==> src/rtl/masked_and_scheduler.sv <==
// Round-robin scheduler that feeds one shared masked AND unit with operand shares and fresh randomness.
// Optional macro MASKED_SHARE_CLEAR_EN adds a CLEAR cycle that wipes the operand registers after each result.
module masked_and_scheduler #(
    parameter int D   = 3,
    parameter int N   = 4,
    parameter int LAT = 3
) (
    input  logic                   clk,
    input  logic                   rst,
    input  logic [N-1:0]           req,
    input  logic [N*D-1:0]         opa,
    input  logic [N*D-1:0]         opb,
    output logic [D-1:0]           res,
    output logic [N-1:0]           res_valid,
    input  logic [D*(D-1)/2-1:0]   rnd_in,
    input  logic                   rnd_valid,
    output logic                   rnd_ack,
    output logic [D-1:0]           and_ina,
    output logic [D-1:0]           and_inb,
    output logic [D*(D-1)/2-1:0]   and_rin,
    output logic                   and_enable,
    input  logic                   and_done,
    input  logic [D-1:0]           and_out,
    output logic                   busy,
    output logic                   sync_err
);

    localparam int R  = D * (D - 1) / 2;
    localparam int GW = (N > 1) ? $clog2(N) : 1;
    localparam int CW = (LAT > 1) ? $clog2(LAT) : 1;

    typedef enum logic [2:0] {
        S_IDLE,
        S_LOAD,
        S_RUN,
        S_DONE,
        S_CLEAR
    } state_t;

    state_t          state_reg;
    logic [GW-1:0]   grant_reg;
    logic [GW-1:0]   last_grant_reg;
    logic [CW-1:0]   run_cnt_reg;
    logic [D-1:0]    res_reg;
    logic [N-1:0]    res_valid_reg;
    logic            rnd_ack_reg;
    logic            and_enable_reg;
    logic [D-1:0]    and_ina_reg;
    logic [D-1:0]    and_inb_reg;
    logic [R-1:0]    and_rin_reg;
    logic            sync_err_reg;

    logic [GW-1:0]   grant_next;
    logic            grant_found;

    logic [D-1:0]    opa_sl [N];
    logic [D-1:0]    opb_sl [N];

    generate
        for (genvar gi = 0; gi < N; gi++) begin : g_slice
            assign opa_sl[gi] = opa[gi*D +: D];
            assign opb_sl[gi] = opb[gi*D +: D];
        end
    endgenerate

    // Walk offsets from farthest to nearest so the requester right after last_grant wins.
    always_comb begin
        int idx;
        idx         = 0;
        grant_next  = last_grant_reg;
        grant_found = 1'b0;
        for (int k = N; k >= 1; k--) begin
            idx = int'(last_grant_reg) + k;
            if (idx >= N) begin
                idx = idx - N;
            end
            if (req[idx]) begin
                grant_next  = GW'(idx);
                grant_found = 1'b1;
            end
        end
    end

    always_ff @(posedge clk) begin
        if (rst) begin
            state_reg      <= S_IDLE;
            grant_reg      <= '0;
            last_grant_reg <= GW'(N - 1);
            run_cnt_reg    <= '0;
            res_reg        <= '0;
            res_valid_reg  <= '0;
            rnd_ack_reg    <= 1'b0;
            and_enable_reg <= 1'b0;
            and_ina_reg    <= '0;
            and_inb_reg    <= '0;
            and_rin_reg    <= '0;
            sync_err_reg   <= 1'b0;
        end else begin
            rnd_ack_reg   <= 1'b0;
            res_valid_reg <= '0;
            case (state_reg)
                S_IDLE: begin
                    if (grant_found) begin
                        grant_reg      <= grant_next;
                        last_grant_reg <= grant_next;
                        state_reg      <= S_LOAD;
                    end
                end
                S_LOAD: begin
                    if (rnd_valid) begin
                        and_ina_reg    <= opa_sl[grant_reg];
                        and_inb_reg    <= opb_sl[grant_reg];
                        and_rin_reg    <= rnd_in;
                        rnd_ack_reg    <= 1'b1;
                        and_enable_reg <= 1'b1;
                        run_cnt_reg    <= '0;
                        state_reg      <= S_RUN;
                    end
                end
                S_RUN: begin
                    if (run_cnt_reg == CW'(LAT - 1)) begin
                        // A late done is flagged but the captured value is still handed back.
                        if (!and_done) begin
                            sync_err_reg <= 1'b1;
                        end
                        res_reg                  <= and_out;
                        res_valid_reg[grant_reg] <= 1'b1;
                        and_enable_reg           <= 1'b0;
                        run_cnt_reg              <= '0;
                        state_reg                <= S_DONE;
                    end else begin
                        if (and_done) begin
                            sync_err_reg <= 1'b1;
                        end
                        run_cnt_reg <= run_cnt_reg + 1'b1;
                    end
                end
                S_DONE: begin
`ifdef MASKED_SHARE_CLEAR_EN
                    and_ina_reg <= '0;
                    and_inb_reg <= '0;
                    and_rin_reg <= '0;
                    state_reg   <= S_CLEAR;
`else
                    state_reg   <= S_IDLE;
`endif
                end
                S_CLEAR: begin
                    state_reg <= S_IDLE;
                end
                default: begin
                    state_reg <= S_IDLE;
                end
            endcase
        end
    end

    assign res        = res_reg;
    assign res_valid  = res_valid_reg;
    assign rnd_ack    = rnd_ack_reg;
    assign and_enable = and_enable_reg;
    assign and_ina    = and_ina_reg;
    assign and_inb    = and_inb_reg;
    assign and_rin    = and_rin_reg;
    assign busy       = (state_reg != S_IDLE);
    assign sync_err   = sync_err_reg;

endmodule

==> config.mk <==
export PLATFORM = sky130hd
export DESIGN_NAME = masked_and_scheduler
export DESIGN_NICKNAME = d
export VERILOG_FILES = /design/src/rtl/masked_and_scheduler.sv
export SDC_FILE = /design/constraint.sdc
export NUM_CORES = 1
export LEC_CHECK = 0
export CORE_MARGIN = 3
export CORE_UTILIZATION = 44
export CTS_CLUSTER_SIZE = 12
export DETAILED_ROUTE_END_ITERATION = 7
export HOLD_SLACK_MARGIN = 0.15
export PLACE_DENSITY_LB_ADDON = 0.1
export SYNTH_ARGS = -nofsm -noshare
export SYNTH_HDL_FRONTEND = slang
export SYNTH_SLANG_ARGS = --single-unit
==> constraint.sdc <==
create_clock -name clk -period 2.3 [get_ports clk]
set_input_delay 0.46 -clock clk [delete_from_list [all_inputs] [get_ports clk]]
set_output_delay 0.46 -clock clk [all_outputs]
set_load 0.005 [all_outputs]
==> results by stage <==
Drt:
- After detailed routing, the met2 layer carries 1599 µm of wire.
- The number of vias after detailed routing is 1,186.
- The first detailed-routing pass took 4 iterations.
- The DRC violation total after the first TritonRoute iteration is 34.
- The detailed-routed wire length on met3 is 292 µm.
- For this block, the routed nets add up to 3285 µm of wire.
- Once detail routing completed, the nets flagged for antenna violations numbered 0.
- The top layer used by detailed routing is met4.
- The average vias per placed instance is 5.318.
- The number of DRC violations after detailed routing is 0.
- The average routed wire per standard cell is 14.73 µm.
- The detailed router put a total of 1372 µm of wire on met1.

Final layout:
- Cells fill 72.27% of the core in the end.
- Summing all multi-input logic gate instances after layout gives 681.9 µm².
- Fill cells in the final layout number 214.
- Summing all flip-flop and latch instances after layout gives 540.5 µm².
- The number of antenna diodes in the final layout is 0.
- The post-route netlist has 6.736% of its cells at a drive strength greater than 1.
- The number of nets in the layout is 235.
- The area added between synthesis and finish is 48.67%.
- The number of flip-flops in the largest register is 4.
- The finished layout holds 223 standard cells, fillers aside.

Die:
- The die footprint is 3567 µm².
- The total core area is 2613 µm².
- Row generation in the floorplan step produced 18 rows.
- The starting utilization of the core area is 48.61%.
- The floorplan step set the die width to 59.73 µm.
- Measured along the y axis, the die boundary spans 59.73 µm.
- In this run the count of I/O pins placed on the die edge is 58.

Synthesis:
- In the synthesized netlist the dominant register cell turns out to be sky130_fd_sc_hd__dfxtp_1.
- Each instance of the synthesized netlist takes up on average 9.203 µm².
- Synthesis instantiated 29 different standard cells from the library.
- The area of the mapped netlist is 1270 µm².
- The largest total area in the synthesized netlist belongs to sky130_fd_sc_hd__dfxtp_1.
- The count of flip-flops with a built-in enable after synthesis is 0.
- Yosys instantiated no cell more often than sky130_fd_sc_hd__dfxtp_1.
- Sorting the synthesized cells by how often they occur yields sky130_fd_sc_hd__dfxtp_1 (27), sky130_fd_sc_hd__nand2_1 (23), sky130_fd_sc_hd__nor2_1 (14).
- The post-synth net total is 179.
- Summing the sequential cell areas from Yosys gives 42.56% of the chip area.
- The synthesized design contains 27 register bits.
- By area the synthesized netlist is led by sky130_fd_sc_hd__dfxtp_1 (43%), sky130_fd_sc_hd__mux4_2 (12%), sky130_fd_sc_hd__nand2_1 (6.8%).
- The top cell type by area accounts for 42.56% of the synthesized area.
- The count of synthesis-stage warnings from yosys is 0.
- In the synthesized netlist, the number of instances is 138.
- The share of flip-flops with an asynchronous set or reset after synthesis is 0%.

Worst setup path:
- The depth of the worst register-to-register path is 6.
- The worst setup path is of the flip-flop to output port kind.
- For flop-to-flop paths, the worst setup slack is 660 ps.
- The required time of the critical path is 1840 ps.
- For the worst setup path, the data arrival time is 1660 ps.
- The source of the worst register-to-register timing path is state_reg[0]$_SDFFE_PP0P_.
- STA classifies the critical path startpoint as a flip-flop.
- The worst setup path startpoint is state_reg[0]$_SDFFE_PP0P_.
- STA classifies the critical path endpoint as an output port.
- The worst-path maximum fanout is 5.
- The end of the worst register-to-register path is and_enable$_SDFFE_PP0P_.

Placed design:
- The final weighted congestion in routability-driven placement is 0.7726.
- Prior to clock tree synthesis, the placed netlist has a worst setup slack of 221.2 ps.
- In this run, placement finished with an instance count of 219.
- Once detailed placement completed, the half-perimeter wirelength came to 2593 µm.
- The count of buffers inserted at the top-level ports is 57.

Pwr:
- The worst voltage drop across the vdd grid is 0.0006593 V.
- The design internal power is 0.001018 W.
- The relative contribution of sequential cells to total power is 43.2%.
- The combinational fraction of design power is 43.8%.
- In this run switching power makes up 35.48% of total power.
- The clock network accounts for 13.0% of the total power.
- The ratio of total power to cell area is 836.1 nW/µm².
- The net load switching power is 0.0005602 W.
- In this run the static leakage power is 0.6962 nW.

CTS:
- The clock transition at the registers of the reported paths is 150 ps.
- After clock tree synthesis, the repair step resized 0 gates.
- The total CTS buffers is 3.
- The root buffer cell chosen for the clock tree is sky130_fd_sc_hd__clkbuf_4.
- The clock tree from TritonCTS is done.
- For the worst-skew pair, the clock arrives at the later sink with an insertion delay of 320 ps.
- The number of setup buffers added after CTS is 0.
- The hold-fix buffer count after cts is 0.
- The clock passes through at most 2 buffers.
- The CTS H-tree depth is 1.
- The tree built by TritonCTS fans out to 27 sinks.

Timing:
- After layout, the minimum clock period comes to 2122 ps.
- Dividing the final minimum period by the clock period gives 92.27%.
- The post-route setup TNS is 0 ps.
- At the pin with the least slew margin, the transition time is 659.7 ps.
- Once routing completed, OpenROAD measured the worst setup slack at 177.8 ps.
- Headroom to the max-slew limit came out at 55.88%.
- The clock tree skew after final layout is 7.693 ps.
- The maximum clock frequency is 0.4712 GHz.
- The final count of hold timing violations came to 0.
- Setup repair after global routing left no endpoint under its margin.
- The worst hold slack is 463.5 ps.
- The number of max-slew violations in the final report was 0.
- Setup violations remaining at the end of the flow were counted as 0.

GRT:
- The initial antenna violation count was 0.
- The overall overflow remaining after global route is 0.
- The global-route usage over all layers is 19.66%.
- Entering global routing, the biggest net connects 18 pins.
- The number of global-route vias before repair came to 1,225.
- The first-pass GRT wire length is 5402 µm.

Hold path:
- In this run the worst hold path is classified as flip-flop to flip-flop.
- The critical hold path startpoint is and_inb[2]$_SDFFE_PP0P_.
- Counting instances, the worst hold path has a depth of 2.
- The path with the worst hold slack has its endpoint at and_inb[2]$_SDFFE_PP0P_.

Flow run:
- Max-cap violations in this run came to 0.

Outcome:
- The run finished with clean final reports.
## worst max-delay path by stage
stage                                      to  slack (ps)  cells after the start
2_1_floorplan  last_grant_reg[0]$_SDFFE_PP1P_         810                      3
3_3_place_gp   last_grant_reg[0]$_SDFFE_PP1P_         290                      4
3_5_place_dp   last_grant_reg[0]$_SDFFE_PP1P_         220                      4
4_1_cts                                  busy         180                      4
5_1_grt                                  busy          70                      4
6_report                                 busy         180                      4
## layer usage
metal  vias to the layer above  track usage, %
met2                        49           34.88
met4                         0           6.329
met5                         -               0
met1                       537           23.55
met3                         4           3.888
li1                        596               -
## layout by cell type (no fill, tap or decap), types with 2 or more instances in the layout
cell,count
sky130_fd_sc_hd__a21oi_1,13
sky130_fd_sc_hd__buf_4,2
sky130_fd_sc_hd__clkbuf_4,3
sky130_fd_sc_hd__clkdlybuf4s50_1,57
sky130_fd_sc_hd__dfxtp_1,27
sky130_fd_sc_hd__ha_1,3
sky130_fd_sc_hd__inv_1,4
sky130_fd_sc_hd__mux2i_1,4
sky130_fd_sc_hd__mux4_2,7
sky130_fd_sc_hd__nand2_1,23
sky130_fd_sc_hd__nand2b_1,8
sky130_fd_sc_hd__nand3b_1,2
sky130_fd_sc_hd__nor2_1,14
sky130_fd_sc_hd__nor3_1,3
sky130_fd_sc_hd__nor4_1,2
sky130_fd_sc_hd__nor4b_1,2
sky130_fd_sc_hd__o211ai_1,2
sky130_fd_sc_hd__o21ai_0,4
## cells by family after synthesis
group | Yosys count | synth area share [%]
adder cells (fa/ha/maj) | 3 | 2.956
XOR/XNOR | 1 | 0.6898
flip-flops | 27 | 42.56
buffers and inverters | 12 | 3.743
AND/OR/NAND/NOR | 59 | 22.46
multiplexers | 11 | 15.57
AO/OA/AOI/OAI | 25 | 12.02
## power by group through the flow
stage	Clock [W]	Combinational [W]	Sequential (W)
finish	0.000205	0.000692	0.000681
global route	0.000231	0.000763	0.000707
CTS	0.000211	0.000692	0.000681
detailed placement	0	0.000690	0.000692
global placement	0	0.000665	0.000687
floorplan	0	0.000494	0.000631
## critical path, stage by stage, from the launching register on
cell and delay (ps):
sky130_fd_sc_hd__dfxtp_1 380, sky130_fd_sc_hd__inv_1 70, sky130_fd_sc_hd__ha_1 250, sky130_fd_sc_hd__inv_1 120, sky130_fd_sc_hd__clkdlybuf4s50_1 510
## final cells by class
type                            count  area share [%]
Sequential cell                    27           28.63
Tap cell                           30           1.988
Clock inverter                      1          0.2651
Inverter                            4          0.7952
Multi-Input combinational cell     99           36.12
Clock buffer                        3           1.193
Timing Repair Buffer               59           31.01
## metrics by stage
step	total power (W)	area [µm²]
after global placement	0.001352	1861
after CTS	0.001584	1888
after global routing	0.001701	1888
after floorplan	0.001125	1270
after detailed placement	0.001382	1861
final	0.001579	1888
No activity file was read; power rests on OpenSTA's default activity.
